--- config.mk ---
export PLATFORM = sky130hd
export DESIGN_NAME = trojan_mismatch_monitor
export DESIGN_NICKNAME = d
export VERILOG_FILES = /design/src/rtl/trojan_mismatch_monitor.sv
export SDC_FILE = /design/constraint.sdc
export NUM_CORES = 1
export LEC_CHECK = 0
export CAP_MARGIN = 0
export CORE_MARGIN = 10
export CORE_UTILIZATION = 35
export CTS_CLUSTER_SIZE = 24
export DETAILED_ROUTE_END_ITERATION = 6
export SLEW_MARGIN = 20
export SYNTH_ARGS = -nofsm -noshare
export SYNTH_HDL_FRONTEND = slang
export SYNTH_SLANG_ARGS = --single-unit
--- constraint.sdc ---
create_clock -name clk -period 2.84 [get_ports clk]
set_input_delay 0.852 -clock clk [delete_from_list [all_inputs] [get_ports clk]]
set_output_delay 0.852 -clock clk [all_outputs]
set_load 0.05 [all_outputs]
--- src/rtl/trojan_mismatch_monitor.sv ---
// Compares DUT and golden netlist outputs per valid sample, counts mismatches and trigger
// co-activations, captures the first divergence and raises a sticky alarm. Macro: TROJAN_MON_TS_EN.
module trojan_mismatch_monitor #(
    parameter int CNT_W   = 16,
    parameter int PERSIST = 3,
    parameter int TS_W    = 32
) (
    input  logic             clk,
    input  logic             rst_n,
    input  logic             in_valid,
    input  logic             y_dut,
    input  logic             y_gold,
    input  logic [1:0]       trig,
    input  logic             clear,
    output logic             alarm,
    output logic [1:0]       state,
    output logic [CNT_W-1:0] mismatch_cnt,
    output logic [CNT_W-1:0] trig_cnt,
    output logic [1:0]       first_trig,
    output logic [TS_W-1:0]  first_ts,
    output logic             first_vld
);

    typedef enum logic [1:0] {
        CLEAN   = 2'd0,
        SUSPECT = 2'd1,
        ALARM   = 2'd2
    } state_t;

    localparam logic [3:0] PERSIST_L = 4'(PERSIST);

    state_t     st_q, st_d;
    logic [3:0] streak_q, streak_d;
    logic       mis;
    logic       rst_or_clr;

    assign mis        = in_valid & (y_dut ^ y_gold);
    assign rst_or_clr = !rst_n || clear;
    assign state      = st_q;

    always_comb begin
        st_d     = st_q;
        streak_d = streak_q;
        if (in_valid) begin
            case (st_q)
                CLEAN: begin
                    if (mis) begin
                        streak_d = 4'd1;
                        st_d     = (PERSIST == 1) ? ALARM : SUSPECT;
                    end else begin
                        streak_d = 4'd0;
                    end
                end
                SUSPECT: begin
                    if (mis) begin
                        streak_d = streak_q + 4'd1;
                        if (streak_q + 4'd1 == PERSIST_L)
                            st_d = ALARM;
                    end else begin
                        streak_d = 4'd0;
                        st_d     = CLEAN;
                    end
                end
                ALARM: begin
                    // Absorbing; streak still tracked, held at its 4-bit ceiling.
                    if (mis)
                        streak_d = (streak_q == 4'hf) ? 4'hf : streak_q + 4'd1;
                    else
                        streak_d = 4'd0;
                end
                default: begin
                    st_d     = CLEAN;
                    streak_d = 4'd0;
                end
            endcase
        end
    end

    always_ff @(posedge clk) begin
        if (rst_or_clr) begin
            st_q         <= CLEAN;
            streak_q     <= 4'd0;
            alarm        <= 1'b0;
            mismatch_cnt <= '0;
            trig_cnt     <= '0;
            first_trig   <= 2'b00;
            first_vld    <= 1'b0;
        end else begin
            st_q     <= st_d;
            streak_q <= streak_d;
            alarm    <= (st_d == ALARM);
            if (mis && mismatch_cnt != '1)
                mismatch_cnt <= mismatch_cnt + CNT_W'(1);
            if (in_valid && trig == 2'b11 && trig_cnt != '1)
                trig_cnt <= trig_cnt + CNT_W'(1);
            if (mis && !first_vld) begin
                first_trig <= trig;
                first_vld  <= 1'b1;
            end
        end
    end

`ifdef TROJAN_MON_TS_EN
    logic [TS_W-1:0] ts_q;

    // ts is the index of the sample being presented; it advances after each valid sample.
    always_ff @(posedge clk) begin
        if (rst_or_clr) begin
            ts_q     <= '0;
            first_ts <= '0;
        end else begin
            if (in_valid && ts_q != '1)
                ts_q <= ts_q + TS_W'(1);
            if (mis && !first_vld)
                first_ts <= ts_q;
        end
    end
`else
    assign first_ts = '0;
`endif

endmodule

==> results_dict.tcl, run 1 <==
set metrics [dict create \
    status "completed" \
    power_frac_comb_pct 15.5 \
    seqPwrFrac_pct 50.3 \
    fin_area_mm2 0.00299 \
    layout_common_cells "45 x clkdlybuf4s50_1, 42 x dfxtp_1, 32 x conb_1, 26 x nand2_1, 25 x a21oi_1" \
    drt_wl_total_um 6220 \
    remaining_drc_errors 0 \
    crit_buf_inv 1 \
    instances_no_fill 430 \
    whs_path_depth 2 \
    drtIter0Drc 94 \
    slew-limit-headroom_pct 39.7 \
    antennaDiodeCount 0 \
    dp_hpwl_um 4770 \
    cap_violations 0 \
    path_clk_slew_ns 0.09 \
    slowest_delay_ns 0.86 \
    antenna_found_initial 0 \
    grt_pass1_vias 2022 \
    clk_path_buf_depth 2 \
    place_inst 422 \
    syn_inst 299 \
    power.density_mw_per_mm2 397 \
    ys_ff_latch 42 \
    p_sw_uw 360 \
    final.setup.worst_slack_ns 0.348 \
    dpl-instance-area_mm2 0.00290 \
    grt.total_usage_pct 11.4 \
    rsz0062_at_grt "no" \
    synth_flop_cell "dfxtp_1" \
    htree_num_levels 2 \
    ctsRootBufferMaster "clkbuf_8" \
    clk_latency_ns 0.30 \
    io_pins 78 \
    layout-drive-gt1-share_pct 7.14 \
    wl_per_cell_um 14.5 \
    cp_max_fo 8 \
    finalCritPeriodShare_pct 87.8 \
    crit_chain "clkdlybuf4s50_1" \
    dieArea_mm2 0.0107 \
    finalSetupViolations 0 \
    drv_slew 0 \
    tightest_slew_ns 0.895 \
    crit_path_start_kind "register" \
    crit_start "state[1]" \
    final_common_cell "clkdlybuf4s50_1" \
    hp-class "register to register" \
    reg2regPathDepth 6 \
    finClkSkew_ns 0.0110 \
    syn_avg_cell_area_um2 8.13 \
    ys_seq_area_share_pct 34.6 \
    worstHoldStart "streak_q[3]" \
    synth_warnings 0 \
    clock-sinks 42 \
    swShare_pct 30.3 \
    cts_buffers 5 \
    grt_pass1_wl_um 9890 \
    ys_types 46 \
    nets 361 \
    hold_viol 0 \
    core_mm2 0.00676 \
    fmax_mhz 401 \
    vias 2207 \
    rows 30 \
    ant_nets 0 \
    ctsHoldBuffers 0 \
    grt_overflow 0 \
    initial_core_util_pct 36.0 \
    die_height_um 103 \
    syn_area_mm2 0.00243 \
    r2r_slack_ns 0.56 \
    p_clk_share_pct 34.3 \
    routed_via_density 5.13 \
    p_leak_nw 0.979 \
    period_needed_ns 2.49 \
    crit_family "buffers and inverters" \
    gp_congestion 0.819 \
    dr.pass1.iters 4 \
    ctsResizeCount 0 \
    synth-async-reset-ratio_pct 0 \
    synthToLayoutAreaGrowth_pct 22.9 \
    arrival_ns 1.64 \
    timing_worst_setup_path_type "register to output port" \
    setup_tns_ns 0 \
    slowest_stage "clkdlybuf4s50_1" \
    critical_path_required_ns 1.99 \
    worst-path-stages 1 \
    portBuffers 45 \
    place_ws_ns 0.0594 \
    cp-end-kind "output port" \
    fp.dieW_um 103 \
    p_int_uw 826 \
    r2r-start "trig_cnt[0]" \
    cts_tree "built" \
    ir_drop_mv 0.167 \
    cts_setup_buffers 0 \
    grt_max_degree 25 \
    synth_edf_count 0 \
]
## sequential cells by signal, indices dropped and copies added, names as in the netlist
register	count
alarm	1
first_trig	2
first_vld	1
mismatch_cnt	16
state	2
streak_q	4
trig_cnt	16
## worst min-delay path, stage by stage (launching register included)
cell and delay [ns]:
dfxtp_1 0.34, nand2_1 0.06, a21oi_1 0.05
## metal layers
metal  routed length [um]  vias to the layer above  track usage, %
li1                     -                     1127               -
met1                 2680                     1011            14.2
met2                 2900                       63            17.4
met3                  583                        6            4.72
met4                   58                        0            3.64
met5                    0                        -               0
## worst paths after layout
path | endpoint
worst max register to register | trig_cnt[4]
worst min-delay path | streak_q[3]
worst max-delay path | state[1]
worst min register to register | streak_q[3]
## stage by stage
step | hold slack, ns | util, % | power (mW)
4_1_cts | 0.486 | 44.2 | 1.20
2_1_floorplan | 0.457 | - | 0.785
3_3_place_gp | 0.474 | 42.9 | 0.790
6_report | 0.481 | 44.2 | 1.19
5_1_grt | 0.522 | 44.2 | 1.23
3_5_place_dp | 0.474 | 42.9 | 0.792
## cell usage after synthesis (2+ instances only)
library cell  count  share of area [%]
mux2i_1          10                4.1
inv_1             6               0.93
nand4_1          12                3.1
nand3_1          17                3.5
nor2b_1           2               0.51
o31ai_1           7                2.2
nor4_1            4                1.0
or4_1             8                2.5
o41ai_1           2               0.72
and4_1            2               0.72
nor3_1           10                2.1
and3_1            3               0.77
nand2b_1         12                3.1
nand2_1          26                4.0
o21ai_0          11                2.3
a31oi_1           3               0.77
xnor2_1           2               0.72
xor2_1            3                1.1
a21boi_0          2               0.62
clkbuf_1          6               0.93
buf_2             2               0.41
or3_1            10                2.6
buf_4            33                 10
nor2_1           12                1.9
ha_1              4                2.1
or2_2             5                1.3
dfxtp_1          42                 35
a21oi_1          25                5.1
## kinds of logic after synthesis
| group | after synthesis | share of synthesized area (%) |
|---|---|---|
| AO/OA/AOI/OAI | 62 | 16.3 |
| XOR/XNOR | 5 | 1.80 |
| adder cells (fa/ha/maj) | 4 | 2.06 |
| buffers and inverters | 49 | 12.8 |
| flip-flops | 42 | 34.6 |
| multiplexers | 10 | 4.12 |
| other | 1 | 0.154 |
| AND/OR/NAND/NOR | 126 | 28.1 |
## power by group through the flow
stage | registers, mW | logic, mW | clock network [mW]
2_1_floorplan | 0.620 | 0.165 | 0
3_3_place_gp | 0.610 | 0.180 | 0
3_5_place_dp | 0.610 | 0.182 | 0
4_1_cts | 0.596 | 0.182 | 0.420
5_1_grt | 0.597 | 0.196 | 0.438
6_report | 0.596 | 0.183 | 0.407
## cell type report
cell class | count | area, um^2
Clock buffer | 7 | 86.3
Clock inverter | 1 | 5.00
Fill cell | 706 | 3770
Inverter | 6 | 22.5
Multi-Input combinational cell | 239 | 1390
Sequential cell | 42 | 841
Tap cell | 80 | 100
Timing Repair Buffer | 55 | 538
Power figures use the tool's default switching activity.
==> run 2, diff against run 1 <==
Settings changed: RECOVER_POWER set to 25.
==> results_dict.tcl, run 2 (same netlist as run 1, synthesis figures left out) <==
set metrics [dict create \
    io_pins 78 \
    crit_path_start_kind "primary input" \
    cp_max_fo 24 \
    ant_nets 0 \
    hold_end "streak_q[3]" \
    core_mm2 0.00676 \
    status "completed" \
    ctsResizeCount 0 \
    grt_max_degree 25 \
    p_int_uw 822 \
    dieArea_mm2 0.0107 \
    layout_common_cells "42 x dfxtp_1, 42 x clkdlybuf4s50_1, 32 x conb_1, 26 x nand2_1, 25 x a21oi_1" \
    p_clk_share_pct 34.4 \
    cts_setup_buffers 0 \
    rr_endpoint "trig_cnt[4]" \
    die_height_um 103 \
    swShare_pct 30.4 \
    timing_worst_setup_path_type "primary input to register" \
    crit_chain "dlygate4sd3_1 > nand2b_1 > dlymetal6s2s_1 > o32ai_1" \
    clk_latency_ns 0.30 \
    nets 361 \
    hp-class "register to register" \
    finalSetupViolations 0 \
    clock-sinks 42 \
    critical_path_required_ns 3.00 \
    routed_via_density 5.14 \
    place_ws_ns 0.0594 \
    grt_pass1_vias 2022 \
    cts_tree "built" \
    grt_pass1_wl_um 9890 \
    tightest_slew_ns 0.940 \
    dp_hpwl_um 4770 \
    biggestRegsByFlops "mismatch_cnt (16), trig_cnt (16), streak_q (4)" \
    fmax_mhz 394 \
    setup_tns_ns 0 \
    arrival_ns 2.70 \
    final_util_pct 43.9 \
    wl_per_cell_um 14.4 \
    ctsRootBufferMaster "clkbuf_8" \
    layout-drive-gt1-share_pct 6.00 \
    p_sw_uw 359 \
    path_clk_slew_ns 0.09 \
    finClkSkew_ns 0.0115 \
    p_total_mw 1.18 \
    portBuffers 45 \
    finalCritPeriodShare_pct 89.4 \
    final.setup.worst_slack_ns 0.301 \
    period_needed_ns 2.54 \
    p_leak_nw 0.971 \
    place_inst 422 \
    grt_overflow 0 \
    slew-limit-headroom_pct 37.2 \
    grt.total_usage_pct 11.4 \
    htree_num_levels 2 \
    whs_path_depth 2 \
    worstHoldStart "streak_q[3]" \
    initial_core_util_pct 36.0 \
    cp-end-kind "register" \
    drt_wl_total_um 6210 \
    vias 2209 \
    antenna_found_initial 0 \
    cap_violations 0 \
    ctsHoldBuffers 0 \
    fp.dieW_um 103 \
    rows 30 \
    clk_path_buf_depth 2 \
    dr.pass1.iters 4 \
    hold_viol 0 \
    r2r_slack_ns 0.50 \
    cts_buffers 5 \
    fillers 710 \
    drtIter0Drc 95 \
    rsz0062_at_grt "no" \
    ir_drop_mv 0.167 \
    power_frac_comb_pct 15.1 \
    slowest_stage "dlymetal6s2s_1" \
    gp_congestion 0.819 \
    antennaDiodeCount 0 \
    drv_slew 0 \
    slowest_delay_ns 0.79 \
    power.density_mw_per_mm2 398 \
    synthToLayoutAreaGrowth_pct 22.1 \
    r2r-start "trig_cnt[0]" \
    remaining_drc_errors 0 \
    seqPwrFrac_pct 50.5 \
    reg2regPathDepth 6 \
    instances_no_fill 430 \
]
[run 2: cell types whose count changed in the layout (fill, tap and decap cells not counted)]
cell / delta
buf_12: -1
buf_4: -3
clkbuf_1: +3
clkdlybuf4s50_1: -3
dlygate4sd3_1: +3
dlymetal6s2s_1: +1
[run 2: worst max path at each step]
stage,from,slack (ns),cells after the start,endpoint
2_1_floorplan,trig_cnt[0],0.50,6,trig_cnt[10]
3_3_place_gp,in_valid,0.13,5,trig_cnt[13]
3_5_place_dp,in_valid,0.06,5,trig_cnt[13]
4_1_cts,state[1],0.33,1,state[1]
5_1_grt,clear,0.16,4,streak_q[0]
6_report,clear,0.30,4,streak_q[0]
[run 2: layer usage]
| metal | track usage [%] | share of wire (%) | vias up |
|---|---|---|---|
| met3 | 4.72 | 9.8 | 6 |
| met2 | 17.4 | 47 | 76 |
| met4 | 3.64 | 0.93 | 0 |
| li1 | - | - | 1128 |
| met5 | 0 | 0 | - |
| met1 | 14.2 | 43 | 999 |
[run 2: power groups by stage]
stage / clock, mW / combinational, mW / sequential, mW
after detailed placement: 0 / 0.182 / 0.610
after global placement: 0 / 0.180 / 0.610
after floorplan: 0 / 0.165 / 0.620
after global routing: 0.438 / 0.191 / 0.597
final: 0.407 / 0.178 / 0.596
after CTS: 0.420 / 0.182 / 0.596
[run 2: layout make-up]
class	instances	area, um^2	area share, %
flip-flops and latches	42	841	28.3
repair buffers	55	519	17.5
clock buffers	7	86.3	2.91
well taps	80	100	3.37
multi-input cells	239	1390	47.0
clock inverters	1	5.00	0.169
inverters	6	22.5	0.759
[run 2: through the flow]
step / hold slack [ns] / area, um^2
4_1_cts: 0.486 / 2990
3_3_place_gp: 0.474 / 2900
3_5_place_dp: 0.474 / 2900
5_1_grt: 0.522 / 2970
6_report: 0.480 / 2970
2_1_floorplan: 0.457 / 2550
[run 2: critical path, delay by kind of cell]
family	cells	cell delay, ns
simple gates	1	0.37
buf+inv	2	1.33
compound gates	1	0.15
